===== src/rtl/uart_rxtx_param_if.sv =====
// Handshake and serial-pin bundle for uart_rxtx_param.
// The slave modport is the transceiver side; master is the system/pin side.
interface uart_rxtx_param_if #(
   parameter int unsigned DATA_W = 8
);
   logic              tx_start;
   logic [DATA_W-1:0] tx_data;
   logic              parity_en;
   logic              parity_type;
   logic              tx;
   logic              tx_busy;
   logic              tx_done;
   logic              rx;
   logic [DATA_W-1:0] rx_msg;
   logic              rx_parity;
   logic              rx_complete;
   logic              rx_parity_err;
   logic              rx_frame_err;

   modport master (
      output tx_start, tx_data, parity_en, parity_type, rx,
      input  tx, tx_busy, tx_done, rx_msg, rx_parity, rx_complete, rx_parity_err, rx_frame_err
   );

   modport slave (
      input  tx_start, tx_data, parity_en, parity_type, rx,
      output tx, tx_busy, tx_done, rx_msg, rx_parity, rx_complete, rx_parity_err, rx_frame_err
   );
endinterface


===== src/rtl/uart_rxtx_param.sv =====
// Parametrised full-duplex UART (independent TX and RX FSMs).
// Optional macro UART_LOOPBACK_EN adds a loopback input that routes internal tx into RX.
module uart_rxtx_param #(
   parameter int unsigned DATA_W       = 8,
   parameter int unsigned CLKS_PER_BIT = 14,
   parameter bit          MSB_FIRST    = 1'b1,
   parameter int unsigned STOP_BITS    = 1,
   parameter logic [15:0] ERR_CODE     = 16'h3F
) (
   input logic              clk_3125,
   input logic              reset,
`ifdef UART_LOOPBACK_EN
   input logic              loopback,
`endif
   uart_rxtx_param_if.slave bus
);
   localparam int unsigned StopCycles = STOP_BITS * CLKS_PER_BIT;
   localparam int unsigned CntW       = $clog2(StopCycles);
   localparam int unsigned IdxW       = $clog2(DATA_W);

   localparam logic [CntW-1:0] BitLast  = CntW'(CLKS_PER_BIT - 1);
   localparam logic [CntW-1:0] StopLast = CntW'(StopCycles - 1);
   localparam logic [CntW-1:0] HalfCnt  = CntW'((CLKS_PER_BIT - 1) / 2);
   localparam logic [IdxW-1:0] IdxFirst = MSB_FIRST ? IdxW'(DATA_W - 1) : '0;
   localparam logic [IdxW-1:0] IdxLast  = MSB_FIRST ? '0 : IdxW'(DATA_W - 1);
   localparam logic [IdxW-1:0] StopIdx  = IdxW'(STOP_BITS - 1);

   typedef enum logic [2:0] {StIdle, StStart, StData, StParity, StStop} state_e;

   // TX state
   state_e            tx_state_q, tx_state_d;
   logic [CntW-1:0]   tx_cnt_q, tx_cnt_d;
   logic [IdxW-1:0]   tx_idx_q, tx_idx_d;
   logic [IdxW-1:0]   tx_idx_nxt;
   logic [DATA_W-1:0] tx_data_q, tx_data_d;
   logic              tx_par_q, tx_par_d;
   logic              tx_pen_q, tx_pen_d;
   logic              tx_q, tx_d;
   logic              tx_last_stop, tx_accept;

   // RX state
   logic              rx_src, rx_s1_q, rx_s2_q;
   state_e            rx_state_q, rx_state_d;
   logic [CntW-1:0]   rx_cnt_q, rx_cnt_d;
   logic [IdxW-1:0]   rx_idx_q, rx_idx_d;
   logic [IdxW-1:0]   rx_idx_nxt;
   logic [DATA_W-1:0] rx_shift_q, rx_shift_d;
   logic              rx_rpar_q, rx_rpar_d;
   logic              rx_pen_q, rx_pen_d;
   logic              rx_ptype_q, rx_ptype_d;
   logic              rx_ferr_acc_q, rx_ferr_acc_d;
   logic [DATA_W-1:0] rx_msg_q, rx_msg_d;
   logic              rx_parity_q, rx_parity_d;
   logic              rx_complete_q, rx_complete_d;
   logic              rx_perr_q, rx_perr_d;
   logic              rx_ferr_q, rx_ferr_d;
   logic              rx_perr_now, rx_ferr_now;

`ifdef UART_LOOPBACK_EN
   assign rx_src = loopback ? tx_q : bus.rx;
   assign bus.tx = loopback ? 1'b1 : tx_q;
`else
   assign rx_src = bus.rx;
   assign bus.tx = tx_q;
`endif

   assign tx_last_stop = (tx_state_q == StStop) && (tx_cnt_q == StopLast);
   // Accepting in the final stop cycle gives zero-gap back-to-back frames.
   assign tx_accept    = bus.tx_start && ((tx_state_q == StIdle) || tx_last_stop);
   assign tx_idx_nxt   = MSB_FIRST ? tx_idx_q - 1'b1 : tx_idx_q + 1'b1;
   assign bus.tx_busy  = (tx_state_q != StIdle);
   assign bus.tx_done  = tx_last_stop;

   always_comb begin
      tx_state_d = tx_state_q;
      tx_cnt_d   = tx_cnt_q;
      tx_idx_d   = tx_idx_q;
      tx_data_d  = tx_data_q;
      tx_par_d   = tx_par_q;
      tx_pen_d   = tx_pen_q;
      tx_d       = tx_q;
      unique case (tx_state_q)
         StIdle: tx_d = 1'b1;
         StStart: begin
            if (tx_cnt_q == BitLast) begin
               tx_state_d = StData;
               tx_cnt_d   = '0;
               tx_idx_d   = IdxFirst;
               tx_d       = tx_data_q[IdxFirst];
            end else begin
               tx_cnt_d = tx_cnt_q + 1'b1;
            end
         end
         StData: begin
            if (tx_cnt_q == BitLast) begin
               tx_cnt_d = '0;
               if (tx_idx_q == IdxLast) begin
                  tx_state_d = tx_pen_q ? StParity : StStop;
                  tx_d       = tx_pen_q ? tx_par_q : 1'b1;
               end else begin
                  tx_idx_d = tx_idx_nxt;
                  tx_d     = tx_data_q[tx_idx_nxt];
               end
            end else begin
               tx_cnt_d = tx_cnt_q + 1'b1;
            end
         end
         StParity: begin
            if (tx_cnt_q == BitLast) begin
               tx_state_d = StStop;
               tx_cnt_d   = '0;
               tx_d       = 1'b1;
            end else begin
               tx_cnt_d = tx_cnt_q + 1'b1;
            end
         end
         StStop: begin
            if (tx_last_stop) begin
               tx_state_d = StIdle;
               tx_cnt_d   = '0;
            end else begin
               tx_cnt_d = tx_cnt_q + 1'b1;
            end
         end
         default: tx_state_d = StIdle;
      endcase
      if (tx_accept) begin
         tx_state_d = StStart;
         tx_cnt_d   = '0;
         tx_data_d  = bus.tx_data;
         tx_par_d   = (^bus.tx_data) ^ bus.parity_type;
         tx_pen_d   = bus.parity_en;
         tx_d       = 1'b0;
      end
   end

   assign rx_idx_nxt  = MSB_FIRST ? rx_idx_q - 1'b1 : rx_idx_q + 1'b1;
   assign rx_perr_now = rx_pen_q & (rx_rpar_q != ((^rx_shift_q) ^ rx_ptype_q));
   assign rx_ferr_now = rx_ferr_acc_q | ~rx_s2_q;

   always_comb begin
      rx_state_d    = rx_state_q;
      rx_cnt_d      = rx_cnt_q;
      rx_idx_d      = rx_idx_q;
      rx_shift_d    = rx_shift_q;
      rx_rpar_d     = rx_rpar_q;
      rx_pen_d      = rx_pen_q;
      rx_ptype_d    = rx_ptype_q;
      rx_ferr_acc_d = rx_ferr_acc_q;
      rx_msg_d      = rx_msg_q;
      rx_parity_d   = rx_parity_q;
      rx_perr_d     = rx_perr_q;
      rx_ferr_d     = rx_ferr_q;
      rx_complete_d = 1'b0;
      unique case (rx_state_q)
         StIdle: begin
            if (!rx_s2_q) begin
               rx_state_d = StStart;
               rx_cnt_d   = '0;
            end
         end
         StStart: begin
            if (rx_cnt_q == HalfCnt) begin
               rx_cnt_d = '0;
               if (rx_s2_q) begin
                  rx_state_d = StIdle;
               end else begin
                  rx_state_d    = StData;
                  rx_idx_d      = IdxFirst;
                  rx_pen_d      = bus.parity_en;
                  rx_ptype_d    = bus.parity_type;
                  rx_ferr_acc_d = 1'b0;
               end
            end else begin
               rx_cnt_d = rx_cnt_q + 1'b1;
            end
         end
         StData: begin
            if (rx_cnt_q == BitLast) begin
               rx_cnt_d             = '0;
               rx_shift_d[rx_idx_q] = rx_s2_q;
               if (rx_idx_q == IdxLast) begin
                  rx_state_d = rx_pen_q ? StParity : StStop;
                  rx_idx_d   = '0;
               end else begin
                  rx_idx_d = rx_idx_nxt;
               end
            end else begin
               rx_cnt_d = rx_cnt_q + 1'b1;
            end
         end
         StParity: begin
            if (rx_cnt_q == BitLast) begin
               rx_cnt_d   = '0;
               rx_rpar_d  = rx_s2_q;
               rx_state_d = StStop;
            end else begin
               rx_cnt_d = rx_cnt_q + 1'b1;
            end
         end
         StStop: begin
            if (rx_cnt_q == BitLast) begin
               rx_cnt_d = '0;
               if (rx_idx_q == StopIdx) begin
                  // Deliver now; back in IDLE half a bit early to catch the next edge.
                  rx_state_d    = StIdle;
                  rx_complete_d = 1'b1;
                  rx_perr_d     = rx_perr_now;
                  rx_ferr_d     = rx_ferr_now;
                  rx_msg_d      = rx_perr_now ? DATA_W'(ERR_CODE) : rx_shift_q;
                  rx_parity_d   = (rx_pen_q && !rx_perr_now) ? rx_rpar_q : 1'b0;
               end else begin
                  rx_idx_d      = rx_idx_q + 1'b1;
                  rx_ferr_acc_d = rx_ferr_now;
               end
            end else begin
               rx_cnt_d = rx_cnt_q + 1'b1;
            end
         end
         default: rx_state_d = StIdle;
      endcase
   end

   assign bus.rx_msg        = rx_msg_q;
   assign bus.rx_parity     = rx_parity_q;
   assign bus.rx_complete   = rx_complete_q;
   assign bus.rx_parity_err = rx_perr_q;
   assign bus.rx_frame_err  = rx_ferr_q;

   always_ff @(posedge clk_3125) begin
      if (reset) begin
         tx_state_q    <= StIdle;
         tx_cnt_q      <= '0;
         tx_idx_q      <= '0;
         tx_data_q     <= '0;
         tx_par_q      <= 1'b0;
         tx_pen_q      <= 1'b0;
         tx_q          <= 1'b1;
         rx_s1_q       <= 1'b1;
         rx_s2_q       <= 1'b1;
         rx_state_q    <= StIdle;
         rx_cnt_q      <= '0;
         rx_idx_q      <= '0;
         rx_shift_q    <= '0;
         rx_rpar_q     <= 1'b0;
         rx_pen_q      <= 1'b0;
         rx_ptype_q    <= 1'b0;
         rx_ferr_acc_q <= 1'b0;
         rx_msg_q      <= '0;
         rx_parity_q   <= 1'b0;
         rx_complete_q <= 1'b0;
         rx_perr_q     <= 1'b0;
         rx_ferr_q     <= 1'b0;
      end else begin
         tx_state_q    <= tx_state_d;
         tx_cnt_q      <= tx_cnt_d;
         tx_idx_q      <= tx_idx_d;
         tx_data_q     <= tx_data_d;
         tx_par_q      <= tx_par_d;
         tx_pen_q      <= tx_pen_d;
         tx_q          <= tx_d;
         rx_s1_q       <= rx_src;
         rx_s2_q       <= rx_s1_q;
         rx_state_q    <= rx_state_d;
         rx_cnt_q      <= rx_cnt_d;
         rx_idx_q      <= rx_idx_d;
         rx_shift_q    <= rx_shift_d;
         rx_rpar_q     <= rx_rpar_d;
         rx_pen_q      <= rx_pen_d;
         rx_ptype_q    <= rx_ptype_d;
         rx_ferr_acc_q <= rx_ferr_acc_d;
         rx_msg_q      <= rx_msg_d;
         rx_parity_q   <= rx_parity_d;
         rx_complete_q <= rx_complete_d;
         rx_perr_q     <= rx_perr_d;
         rx_ferr_q     <= rx_ferr_d;
      end
   end
endmodule


===== src/flat_wrapper.sv =====
// flat-port wrapper written by rule: the top's interface ports become plain ports
module uart_rxtx_param_flat 
#(
   parameter int unsigned DATA_W       = 8,
   parameter int unsigned CLKS_PER_BIT = 14,
   parameter bit          MSB_FIRST    = 1'b1,
   parameter int unsigned STOP_BITS    = 1,
   parameter logic [15:0] ERR_CODE     = 16'h3F
)
  (clk_3125, reset, bus_tx_start, bus_tx_data, bus_parity_en, bus_parity_type, bus_rx, bus_tx, bus_tx_busy, bus_tx_done, bus_rx_msg, bus_rx_parity, bus_rx_complete, bus_rx_parity_err, bus_rx_frame_err);
  uart_rxtx_param_if #(.DATA_W(DATA_W)) bus_i ();
  input logic clk_3125;
  input logic reset;
  input wire logic [$bits(bus_i.tx_start)-1:0] bus_tx_start;
  input wire logic [$bits(bus_i.tx_data)-1:0] bus_tx_data;
  input wire logic [$bits(bus_i.parity_en)-1:0] bus_parity_en;
  input wire logic [$bits(bus_i.parity_type)-1:0] bus_parity_type;
  input wire logic [$bits(bus_i.rx)-1:0] bus_rx;
  output wire logic [$bits(bus_i.tx)-1:0] bus_tx;
  output wire logic [$bits(bus_i.tx_busy)-1:0] bus_tx_busy;
  output wire logic [$bits(bus_i.tx_done)-1:0] bus_tx_done;
  output wire logic [$bits(bus_i.rx_msg)-1:0] bus_rx_msg;
  output wire logic [$bits(bus_i.rx_parity)-1:0] bus_rx_parity;
  output wire logic [$bits(bus_i.rx_complete)-1:0] bus_rx_complete;
  output wire logic [$bits(bus_i.rx_parity_err)-1:0] bus_rx_parity_err;
  output wire logic [$bits(bus_i.rx_frame_err)-1:0] bus_rx_frame_err;
  assign bus_i.tx_start = bus_tx_start;
  assign bus_i.tx_data = bus_tx_data;
  assign bus_i.parity_en = bus_parity_en;
  assign bus_i.parity_type = bus_parity_type;
  assign bus_i.rx = bus_rx;
  assign bus_tx = bus_i.tx;
  assign bus_tx_busy = bus_i.tx_busy;
  assign bus_tx_done = bus_i.tx_done;
  assign bus_rx_msg = bus_i.rx_msg;
  assign bus_rx_parity = bus_i.rx_parity;
  assign bus_rx_complete = bus_i.rx_complete;
  assign bus_rx_parity_err = bus_i.rx_parity_err;
  assign bus_rx_frame_err = bus_i.rx_frame_err;
  uart_rxtx_param #(.DATA_W(DATA_W), .CLKS_PER_BIT(CLKS_PER_BIT), .MSB_FIRST(MSB_FIRST), .STOP_BITS(STOP_BITS), .ERR_CODE(ERR_CODE)) u_core (.clk_3125(clk_3125), .reset(reset), .bus(bus_i));
endmodule

===== config.mk =====
export PLATFORM = sky130hd
export DESIGN_NAME = uart_rxtx_param_flat
export DESIGN_NICKNAME = d
export VERILOG_FILES = /design/src/rtl/uart_rxtx_param_if.sv /design/src/rtl/uart_rxtx_param.sv /design/src/flat_wrapper.sv
export SDC_FILE = /design/constraint.sdc
export NUM_CORES = 1
export LEC_CHECK = 0
export BUFFER_PORTS_ARGS = -buffer_cell sky130_fd_sc_hd__buf_2
export CELL_PAD_IN_SITES_DETAIL_PLACEMENT = 1
export CELL_PAD_IN_SITES_GLOBAL_PLACEMENT = 2
export CORE_ASPECT_RATIO = 1.75
export CORE_MARGIN = 4
export CORE_UTILIZATION = 35
export DETAILED_ROUTE_END_ITERATION = 7
export PLACE_DENSITY_LB_ADDON = 0.2
export SLEW_MARGIN = 20
export SYNTH_ARGS = -nofsm -noshare
export SYNTH_HDL_FRONTEND = slang
export SYNTH_SLANG_ARGS = --single-unit

===== constraint.sdc =====
create_clock -name clk_3125 -period 5.9 [get_ports clk_3125]
set_input_delay 0.59 -clock clk_3125 [delete_from_list [all_inputs] [get_ports clk_3125]]
set_output_delay 0.59 -clock clk_3125 [all_outputs]
set_load 0.02 [all_outputs]

Yosys cells after proc, flatten, opt, wreduce, memory -nomap -nowiden --
Cells that the tools add are included.
Word-level totals: bits in registers 57, output and inout port bits 15, logic and storage cells 163
Cells by class: add/subtract/negate cells 5, magnitude comparators 3, equal/unequal tests 33, muxes and demuxes 56, bitwise logic cells 8, reduce and logical (&&, ||, !) cells 35
Operators by type and width (count):
- $mux 3 | 23
- $pmux 3 s5 | 2
- $ne 2x1->1 const B | 12
- $mux 4 | 5
- $reduce_and 6->1 | 3
- $reduce_xor 8->1 | 2
- $mux 1 | 15
- $ne 3x1->1 const B | 5
- $eq 3x2->1 const B | 4
- $logic_not 3->1 | 4
- $pmux 4 s3 | 1
- $pmux 3 s3 | 1
- $reduce_bool 3->1 | 3
- $reduce_or 3->1 | 3
- $add 4x1->4 const B | 2
- $bwmux 8 | 1
- $eq 4x4->1 const B | 2
- $lt 3x4->1 const B | 2
- $mux 8 | 1
- $ne 2x2->1 const B | 4
- $pmux 4 s2 | 1
- $reduce_and 4->1 | 2
- $reduce_and 7->1 | 1
- $eq 3x1->1 const B | 2
- 25 further kinds | 39

Longest topological paths before layout --
Gate-level depths: netlist (run 1).
depth after elaboration 7, mapped depth 8, depth with buffers taken out 7

Least setup slack after synthesis (run 1) --
Ideal clock, no wire load.
kind reg-to-reg, start reg u_core.tx_idx_q[0], end reg u_core.tx_q (netlist: u_core.bus.tx), library setup time 0.116 ns, arrival 1.804 ns, required time 5.784 ns, setup slack 3.980 ns, stages on the path, launching flop included 8, path buffers 0, period minus slack after synthesis 1.920 ns, path through dfxtp_1 -> inv_1 -> ha_1 -> mux4_2 -> mux2i_1 -> or4_1 -> nand4_1 -> a31o_2
Between the ends: cells in the longest elaborated chain, start to end 7, elaborated cells between the ends (all ways) 8, classes of those cells add/sub (1); mux (6); reduce/logical (1)
RTL lines:
- start: declaration | line uart_rxtx_param.sv:33 | logic [IdxW-1:0] tx_idx_q, tx_idx_d;
- start signal: assignment | line uart_rxtx_param.sv:257 | tx_idx_q <= tx_idx_d;
- $sub 3x1->3 | line uart_rxtx_param.sv:70 | assign tx_idx_nxt = MSB_FIRST ? tx_idx_q - 1'b1 : tx_idx_q + 1'b1;
- $bmux 1 s3 | line uart_rxtx_param.sv:102 | tx_d = tx_data_q[tx_idx_nxt];
- $mux 1 (not written as such) | line uart_rxtx_param.sv:102
- $mux 1 (*) | line uart_rxtx_param.sv:97 | if (tx_idx_q == IdxLast) begin
- $mux 1 (*) | line uart_rxtx_param.sv:95 | if (tx_cnt_q == BitLast) begin
- $pmux 1 s4 (*) | line uart_rxtx_param.sv:82 | unique case (tx_state_q)
- $mux 1 (*) | line uart_rxtx_param.sv:127 | if (tx_accept) begin
- end signal: assignment | line uart_rxtx_param.sv:261 | tx_q <= tx_d;
- end: declaration | line uart_rxtx_param.sv:38 | logic tx_q, tx_d;
Mark *: on every way between the ends. The rest lies on a longest branch, timed or not. The select of a mux whose other input is x is not followed. A chain may end at the register's enable or synchronous reset.

Final worst setup path (run 1) --
start reg u_core.rx_state_q[2], end reg u_core.rx_msg_q[3] (netlist: u_core.bus.rx_msg[3])
Between the ends: cells in the longest elaborated chain, start to end 2
RTL lines:
- start: declaration | line uart_rxtx_param.sv:43 | state_e rx_state_q, rx_state_d;
- start signal: assignment | line uart_rxtx_param.sv:241 | rx_state_q <= StIdle;
- start signal: assignment | line uart_rxtx_param.sv:264 | rx_state_q <= rx_state_d;
- $eq 3x3->1 | line uart_rxtx_param.sv:155 | unique case (rx_state_q)
- $reduce_and 3->1 (no line)
- end signal: assignment | line uart_rxtx_param.sv:272 | rx_msg_q <= rx_msg_d;
- end: declaration | line uart_rxtx_param.sv:52 | logic [DATA_W-1:0] rx_msg_q, rx_msg_d;
Every way passes these cells.

==> results of run 1 <==
[worst max-delay path, stage by stage (launching register included)]
cell     delay, ps
dfxtp_1        630
nor3b_2        410
and4b_1        550
o21ai_0        310
o21a_1         240
[metal layers]
| metal | vias up | track usage [%] | share of wire, % |
|---|---|---|---|
| li1 | 1313 | - | - |
| met1 | 1251 | 16.4 | 38 |
| met2 | 27 | 32.0 | 57 |
| met3 | 11 | 4.53 | 2.0 |
| met4 | 0 | 6.39 | 2.0 |
| met5 | - | 0 | 0 |
[cells by family after synthesis]
family / Yosys count / share of synthesized area, %
compound gates: 71 / 14.6
xor+xnor: 16 / 6.29
fa+ha+maj: 7 / 2.89
buf+inv: 29 / 4.55
flops: 57 / 37.7
mux: 17 / 6.45
simple gates: 163 / 27.5
[sequential cells by signal (all words and copies together) (netlist names)]
signal,flops
u_core.bus.rx_msg,8
u_core.bus.tx,1
u_core.tx_par_q,1
u_core.bus.rx_parity,1
u_core.rx_ferr_acc_q,1
u_core.rx_s1_q,1
u_core.bus.rx_frame_err,1
u_core.rx_state_q,3
u_core.rx_shift_q,8
u_core.rx_cnt_q,4
u_core.tx_pen_q,1
u_core.tx_data_q,8
u_core.tx_state_q,3
u_core.tx_cnt_q,4
u_core.rx_ptype_q,1
u_core.tx_idx_q,3
u_core.rx_rpar_q,1
u_core.rx_pen_q,1
u_core.bus.rx_complete,1
u_core.rx_idx_q,3
u_core.bus.rx_parity_err,1
u_core.rx_s2_q,1
[layout make-up]
cell class / count / area, sq um
clock inverter: 5 / 55.1
clock buffer: 11 / 243
tap: 115 / 144
inverter: 11 / 41.3
fill: 1044 / 4860
sequential: 57 / 1140
multi-input combinational: 274 / 1750
timing repair buffer: 28 / 140
[placed cells by master, fill, tap and decap left out, types with 5 or more instances in the layout]
| master | instances |
|---|---|
| nand2_1 | 44 |
| buf_2 | 28 |
| nand2b_1 | 8 |
| nor3_1 | 12 |
| o21a_1 | 5 |
| xnor2_1 | 7 |
| mux2i_1 | 15 |
| xor2_1 | 5 |
| nand3_1 | 12 |
| o21ai_0 | 9 |
| nor2_1 | 47 |
| a31oi_1 | 6 |
| inv_1 | 11 |
| a21oi_1 | 29 |
| ha_1 | 7 |
| nor2b_1 | 7 |
| clkbuf_16 | 9 |
| dfxtp_1 | 57 |
[power by group through the flow]
stage	sequential [mW]	combinational (mW)	clock [mW]
after floorplan	0.406	0.0446	0
after global placement	0.411	0.0559	0
after detailed placement	0.411	0.0567	0
after CTS	0.403	0.0568	0.529
final	0.403	0.0549	0.512
after global routing	0.404	0.0617	0.553
[worst max-delay path by stage]
stage,endpoint,slack (ps),cells past startpoint
after global placement,u_core.bus.rx_msg[0],3700,4
final,u_core.bus.rx_msg[3],3640,4
after global routing,u_core.rx_idx_q[1],3400,7
after CTS,u_core.bus.rx_msg[3],3620,4
after detailed placement,u_core.bus.rx_msg[3],3620,4
after floorplan,u_core.bus.tx,3980,7
==> out/metrics.yaml, run 1 <==
outcome:
  status: "finished, final reports clean"
pwr:
  p_int_mw: 0.754
  power.density_nw_per_um2: 276
  power.switching_mw: 0.216
  clockPowerShare_pct: 52.8
  comb_power_share_pct: 5.7
  peakVddDrop_v: 0.000324
  pwr-share-seq_pct: 41.5
  leakagePower_nw: 1.37
  total_power_mw: 0.970
  p_sw_share_pct: 22.3
placed_design:
  port_buffers: 28
  hpwl_um: 5660
  placed_area_sq_um: 3210
  pre_cts_ws_ps: 3620
  dp.cells: 485
  place.gp.congestion: 0.797
clock_network:
  cts_buffers: 9
  clockBufferDepth: 2
  clk_latency_ps: 320
  clock_sinks: 57
  path_clk_slew_ps: 50
  hold_buffers: 0
  post_cts_resize_count: 0
  cts-root-buf: "clkbuf_16"
  cts_tree: "built"
  postCtsSetupBuffers: 0
  cts_max_level: 3
worst_setup_path:
  worstReg2RegStart: "u_core.rx_state_q[2]"
  path_class: "reg2reg"
  crit_start: "u_core.rx_state_q[2]"
  path_max_fanout: 17
  cp_data_arrival_time_ps: 2470
  reg2regPathDepth: 4
  end_kind: "register"
  rrSetupSlack_ps: 3640
  start_kind: "register"
  required_ps: 6120
  r2r-end: "u_core.bus.rx_msg[3]"
route:
  via_count: 2602
  dr.pass1.iters: 4
  ant_nets: 0
  route.detailed.drc: 0
  vias_per_cell: 5.19
  drt_iter0_drc: 60
  routed_wl_um: 7680
  wl_per_cell_um: 15.3
yosys:
  synthArstFlopShare_pct: 0
  synthTopCellsByArea: "dfxtp_1 (38%), nor2_1 (5.8%), nand2_1 (5.5%), mux2i_1 (5.0%), a21oi_1 (4.8%)"
  synth.cell_area_sq_um: 3030
  ys_ff_latch: 57
  syn_area_per_cell_sq_um: 8.40
  syn_nets: 381
  yosysMostFrequentCell: "dfxtp_1"
  ys_warn_count: 0
  synth_area_leader_cell: "dfxtp_1"
  seq_area_frac_synth_pct: 37.7
  synth_top_area_share_pct: 37.7
  synth_edf_count: 0
  synth_ff_type: "dfxtp_1"
  synthTopCellsByCount: "dfxtp_1 (57), nor2_1 (47), nand2_1 (44)"
  ys_types: 54
  synthCells: 360
min_path:
  hold_class: "reg2reg"
  whs_path_depth: 1
  holdPathEnd: "u_core.rx_s2_q"
  holdCritStartpoint: "u_core.rx_s1_q"
floorplan:
  start_util_pct: 36.2
  dieArea_sq_um: 10300
  io_pins: 29
  die_h_um: 131
  core_area_sq_um: 8370
  row_count: 44
  die_w_um: 78.3
grt:
  grt_overflow: 0
  grt_pass1_vias: 2638
  grt_max_degree: 53
  grt_pass1_wl_um: 12900
  grt.total_usage_pct: 16.5
  antenna_found_initial: 0
cells_and_area:
  utilization_pct: 42.0
  area_delta_synth_final_pct: 16.0
  n_antenna_cell: 0
  finalNonFillerCells: 501
  drive_gt1_share_pct: 15.8
  final_design_area_no_fill_sq_um: 3510
  finalNetCount: 402
timing:
  rsz0062_at_grt: "no"
  layout_setup_ws_ps: 3640
  fin_crit_sh_pct: 38.3
  relSlewSlack_pct: 37.9
  slew_violations: 0
  final.setup.tns_ps: 0
  fin_skew_ps: 6.38
  setup-violations-final: 0
  fmaxAchievable_mhz: 443
  holdWs_ps: 412
  fin_crit_ps: 2260
  hold_violations: 0
  tightest_slew_ps: 931
flow_run:
  cap_violations: 0
(Power assumes the default switching activity.)
==> run 2, diff against run 1 <==
Clock period 5.9 ns to 2.4 ns, I/O delays scaled along.
==> out/metrics.yaml, run 2 (synthesis gave the netlist of run 1 again) <==
worst_setup_path:
  end_kind: "register"
  cp_num_buf_inv: 1
  crit_family: "compound AO/OA/AOI/OAI gates"
  slowest_stage: "dfxtp_1"
  crit_path_max_incr_delay_ps: 460
  start_kind: "register"
  cp_data_arrival_time_ps: 2370
  path_class: "reg2reg"
  crit_path_cell_trace: "inv_1, ha_1, nand2b_1, a21oi_1, o31a_1, a2111oi_1, a211oi_1"
  required_ps: 2580
  path_max_fanout: 8
timing:
  hold_violations: 0
  layout_setup_ws_ps: 215
  fin_crit_ps: 2190
  relSlewSlack_pct: 62.1
  tightest_slew_ps: 562
  fin_crit_sh_pct: 91.0
  rsz0062_at_grt: "no"
  slew_violations: 0
  setup-violations-final: 0
  final.setup.tns_ps: 0
  fmaxAchievable_mhz: 458
  fin_skew_ps: 3.81
clock_network:
  post_cts_resize_count: 0
  postCtsSetupBuffers: 0
  clock_sinks: 57
  cts-root-buf: "clkbuf_16"
  hold_buffers: 0
  cts_tree: "built"
  clk_latency_ps: 330
  cts_max_level: 3
  cts_buffers: 9
  clockBufferDepth: 2
  path_clk_slew_ps: 50
pwr:
  total_power_mw: 2.50
  power.density_nw_per_um2: 694
  leakagePower_nw: 1.43
  peakVddDrop_v: 0.000453
route:
  route.detailed.drc: 0
  routed_wl_um: 8150
  ant_nets: 0
  wl_per_cell_um: 16.0
  via_count: 2672
  drt_iter0_drc: 129
  vias_per_cell: 5.25
  dr.pass1.iters: 4
flow_run:
  cap_violations: 0
grt:
  grt_pass1_vias: 2820
  grt_overflow: 0
  antenna_found_initial: 0
  grt.total_usage_pct: 16.8
  grt_max_degree: 30
  grt_pass1_wl_um: 13200
floorplan:
  die_h_um: 131
  dieArea_sq_um: 10300
  start_util_pct: 36.2
  io_pins: 29
  core_area_sq_um: 8370
  die_w_um: 78.3
  row_count: 44
cells_and_area:
  finalNetCount: 410
  area_delta_synth_final_pct: 18.9
  n_antenna_cell: 0
  finalNonFillerCells: 509
  mostFrequentLayoutCells: "dfxtp_1 (57), nor2_1 (47), nand2_1 (44), a21oi_1 (29), buf_2 (28)"
  drive_gt1_share_pct: 17.5
  layout_commonest_cell: "dfxtp_1"
outcome:
  status: "finished, final reports clean"
placed_design:
  port_buffers: 28
  hpwl_um: 6020
  pre_cts_ws_ps: 191
  place.gp.congestion: 0.795
  dp.cells: 493
min_path:
  hold_class: "in2reg"
[run 2: worst paths after layout]
kind	to	start	cells past startpoint	slack (ps)
min reg2reg	u_core.rx_s2_q	u_core.rx_s1_q	1	410
max	u_core.rx_idx_q[1]	u_core.rx_idx_q[1]	7	210
min	u_core.rx_s1_q	bus_rx	2	100
max reg2reg	u_core.rx_idx_q[1]	u_core.rx_idx_q[1]	7	210
[run 2: area by class of cell]
| class | instances | area (sq um) |
|---|---|---|
| flip-flops and latches | 57 | 1140 |
| well taps | 115 | 144 |
| fillers | 1055 | 4770 |
| clock buffers | 11 | 243 |
| repair buffers | 36 | 200 |
| inverters | 11 | 41.3 |
| clock inverters | 5 | 78.8 |
| multi-input cells | 274 | 1750 |
[run 2: worst register-to-register path, cell delays in order (launching register included)]
cell and delay (ps):
dfxtp_1 460, inv_1 160, ha_1 250, nand2b_1 230, a21oi_1 150, o31a_1 320
a2111oi_1 400, a211oi_1 80
[run 2: where the power goes]
part	internal, mW	switching, mW
Sequential	0.968	0.0240
Clock	0.933	0.427
Combinational	0.0638	0.0791
[run 2: metrics by stage]
step / hold WS [ps] / cell area [sq um] / utilization [%]
4_1_cts: 82.0 / 3590 / 43.0
2_1_floorplan: 344 / 3030 / -
3_5_place_dp: 397 / 3270 / 39.1
5_1_grt: 107 / 3600 / 43.0
3_3_place_gp: 395 / 3270 / 39.1
6_report: 98.0 / 3600 / 43.0
[run 2: layer usage]
| layer | part of all wire, % | global-route usage, % | vias to the layer above | routed length [um] |
|---|---|---|---|---|
| met2 | 58 | 33.5 | 34 | 4760 |
| met3 | 2.0 | 3.64 | 21 | 161 |
| met1 | 36 | 15.6 | 1297 | 2970 |
| met4 | 3.2 | 9.17 | 0 | 260 |
| li1 | - | - | 1320 | - |
| met5 | 0 | 0 | - | 0 |
==> run 3, diff against run 2 <==
Settings changed: PLACE_DENSITY set to 0.88, PLACE_DENSITY_LB_ADDON 0.2 to not set.
==> out/metrics.yaml, run 3 (synthesis gave the netlist of run 1 again) <==
placed_design:
  place.gp.congestion: 0.883
  port_buffers: 28
  hpwl_um: 5760
  placed_area_sq_um: 3250
route:
  vias_per_cell: 5.28
  wl_per_cell_um: 15.6
  routed_wl_um: 7870
  dr.pass1.iters: 4
  via_count: 2673
  drt_iter0_drc: 127
  route.detailed.drc: 0
  ant_nets: 0
timing:
  rsz0062_at_grt: "no"
  tightest_slew_ps: 672
  fin_skew_ps: 7.68
  slew_violations: 0
  holdWs_ps: 104
  fmaxAchievable_mhz: 454
  hold_violations: 0
  relSlewSlack_pct: 55.2
  setup-violations-final: 0
  fin_crit_ps: 2200
  final.setup.tns_ps: 0
  fin_crit_sh_pct: 91.7
clock_network:
  cts-root-buf: "clkbuf_16"
  clk_latency_ps: 320
  clock_sinks: 57
  postCtsSetupBuffers: 0
  cts_buffers: 9
  clockBufferDepth: 2
  path_clk_slew_ps: 50
  cts_max_level: 3
  cts_tree: "built"
grt:
  antenna_found_initial: 0
  busiest_layer: "met2"
  grt_use_met3_pct: 3.50
  use_met1_pct: 16.7
  grt_max_degree: 35
  grt_use_met2_pct: 32.4
  grt_overflow: 0
  grt_pass1_wl_um: 13500
  grt.total_usage_pct: 16.7
  grt_pass1_vias: 2864
pwr:
  peakVddDrop_v: 0.000459
  power.density_nw_per_um2: 681
  leakagePower_nw: 1.40
floorplan:
  core_area_sq_um: 8370
  row_count: 44
  start_util_pct: 36.2
  die_w_um: 78.3
  die_h_um: 131
  io_pins: 29
  dieArea_sq_um: 10300
cells_and_area:
  finalNetCount: 407
  n_antenna_cell: 0
  area_delta_synth_final_pct: 17.7
  mostFrequentLayoutCells: "dfxtp_1 (57), nor2_1 (47), nand2_1 (44), a21oi_1 (29), buf_2 (28)"
  multi_input_area_sq_um: 1750
  drive_gt1_share_pct: 16.9
  regArea_sq_um: 1140
  layout_commonest_cell: "dfxtp_1"
  fillers: 1043
  final_design_area_no_fill_sq_um: 3560
worst_setup_path:
  worstReg2RegStart: "u_core.rx_idx_q[1]"
  required_ps: 2570
  end_kind: "register"
  cp_data_arrival_time_ps: 2370
  crit_start: "u_core.rx_idx_q[1]"
  r2r-end: "u_core.rx_idx_q[1]"
  rrSetupSlack_ps: 200
  reg2regPathDepth: 7
  path_class: "reg2reg"
  path_max_fanout: 8
  start_kind: "register"
min_path:
  whs_path_depth: 2
  hold_class: "in2reg"
  holdPathEnd: "u_core.rx_s1_q"
  holdCritStartpoint: "bus_rx"
outcome:
  status: "finished, final reports clean"
flow_run:
  cap_violations: 0
==> run 3: changes by cell type in the layout (fill, tap and decap cells not counted), sizes merged <==
cell,delta
buf,-3
bufinv,-1
clkinv,-1
clkinvlp,+1
clkbuf,+1
==> run 3: worst max-delay path by stage <==
stage	slack [ps]	to	cells after the start
final	200	u_core.rx_idx_q[1]	7
after global routing	6	u_core.rx_idx_q[1]	7
after CTS	150	u_core.rx_idx_q[1]	7
after detailed placement	180	u_core.rx_idx_q[1]	7
after global placement	330	u_core.rx_idx_q[1]	7
after floorplan	480	u_core.bus.tx	7
==> run 3: per-layer routing <==
layer / routed length (um) / part of all wire, % / vias up
li1: - / - / 1317
met1: 2970 / 38 / 1295
met2: 4440 / 56 / 40
met3: 187 / 2.4 / 21
met4: 268 / 3.4 / 0
met5: 0 / 0 / -
==> run 3: repair_timing <==
action,4_1_cts,5_1_grt
endpoints found under the hold margin,0,0
setup endpoints to repair,0,1
gates resized for setup,0,1
hold buffers,0,0
==> run 3: per-stage QoR <==
step / utilization [%] / instances / setup WS, ps / power (mW)
finish: 42.5 / 506 / 199 / 2.42
global route: 42.5 / 506 / 5.96 / 2.53
CTS: 42.5 / 506 / 151 / 2.46
detailed placement: 38.8 / 490 / 182 / 1.15
global placement: 38.8 / 490 / 333 / 1.15
floorplan: - / 360 / 480 / 1.11
==> run 3: cell type report <==
class	count	share of cell area, %
clock buffers	12	7.21
clock inverters	4	1.44
inverters	11	1.16
multi-input cells	274	49.1
flip-flops and latches	57	32.1
well taps	115	4.04
repair buffers	33	4.99
==> run 3: power by group <==
part           internal (mW)  leakage (nW)  total, mW  switching, mW
sequential             0.968         0.462      0.989         0.0216
clock                  0.859         0.149       1.29          0.433
combinational         0.0628         0.791      0.144         0.0812
==> run 3: worst max-delay path, cell delays in order, from the launching register on <==
cell and delay (ps):
dfxtp_1 480, inv_1 160, ha_1 260, nand2b_1 210, a21oi_1 120, o31a_1 310
a2111oi_1 410, a211oi_1 100
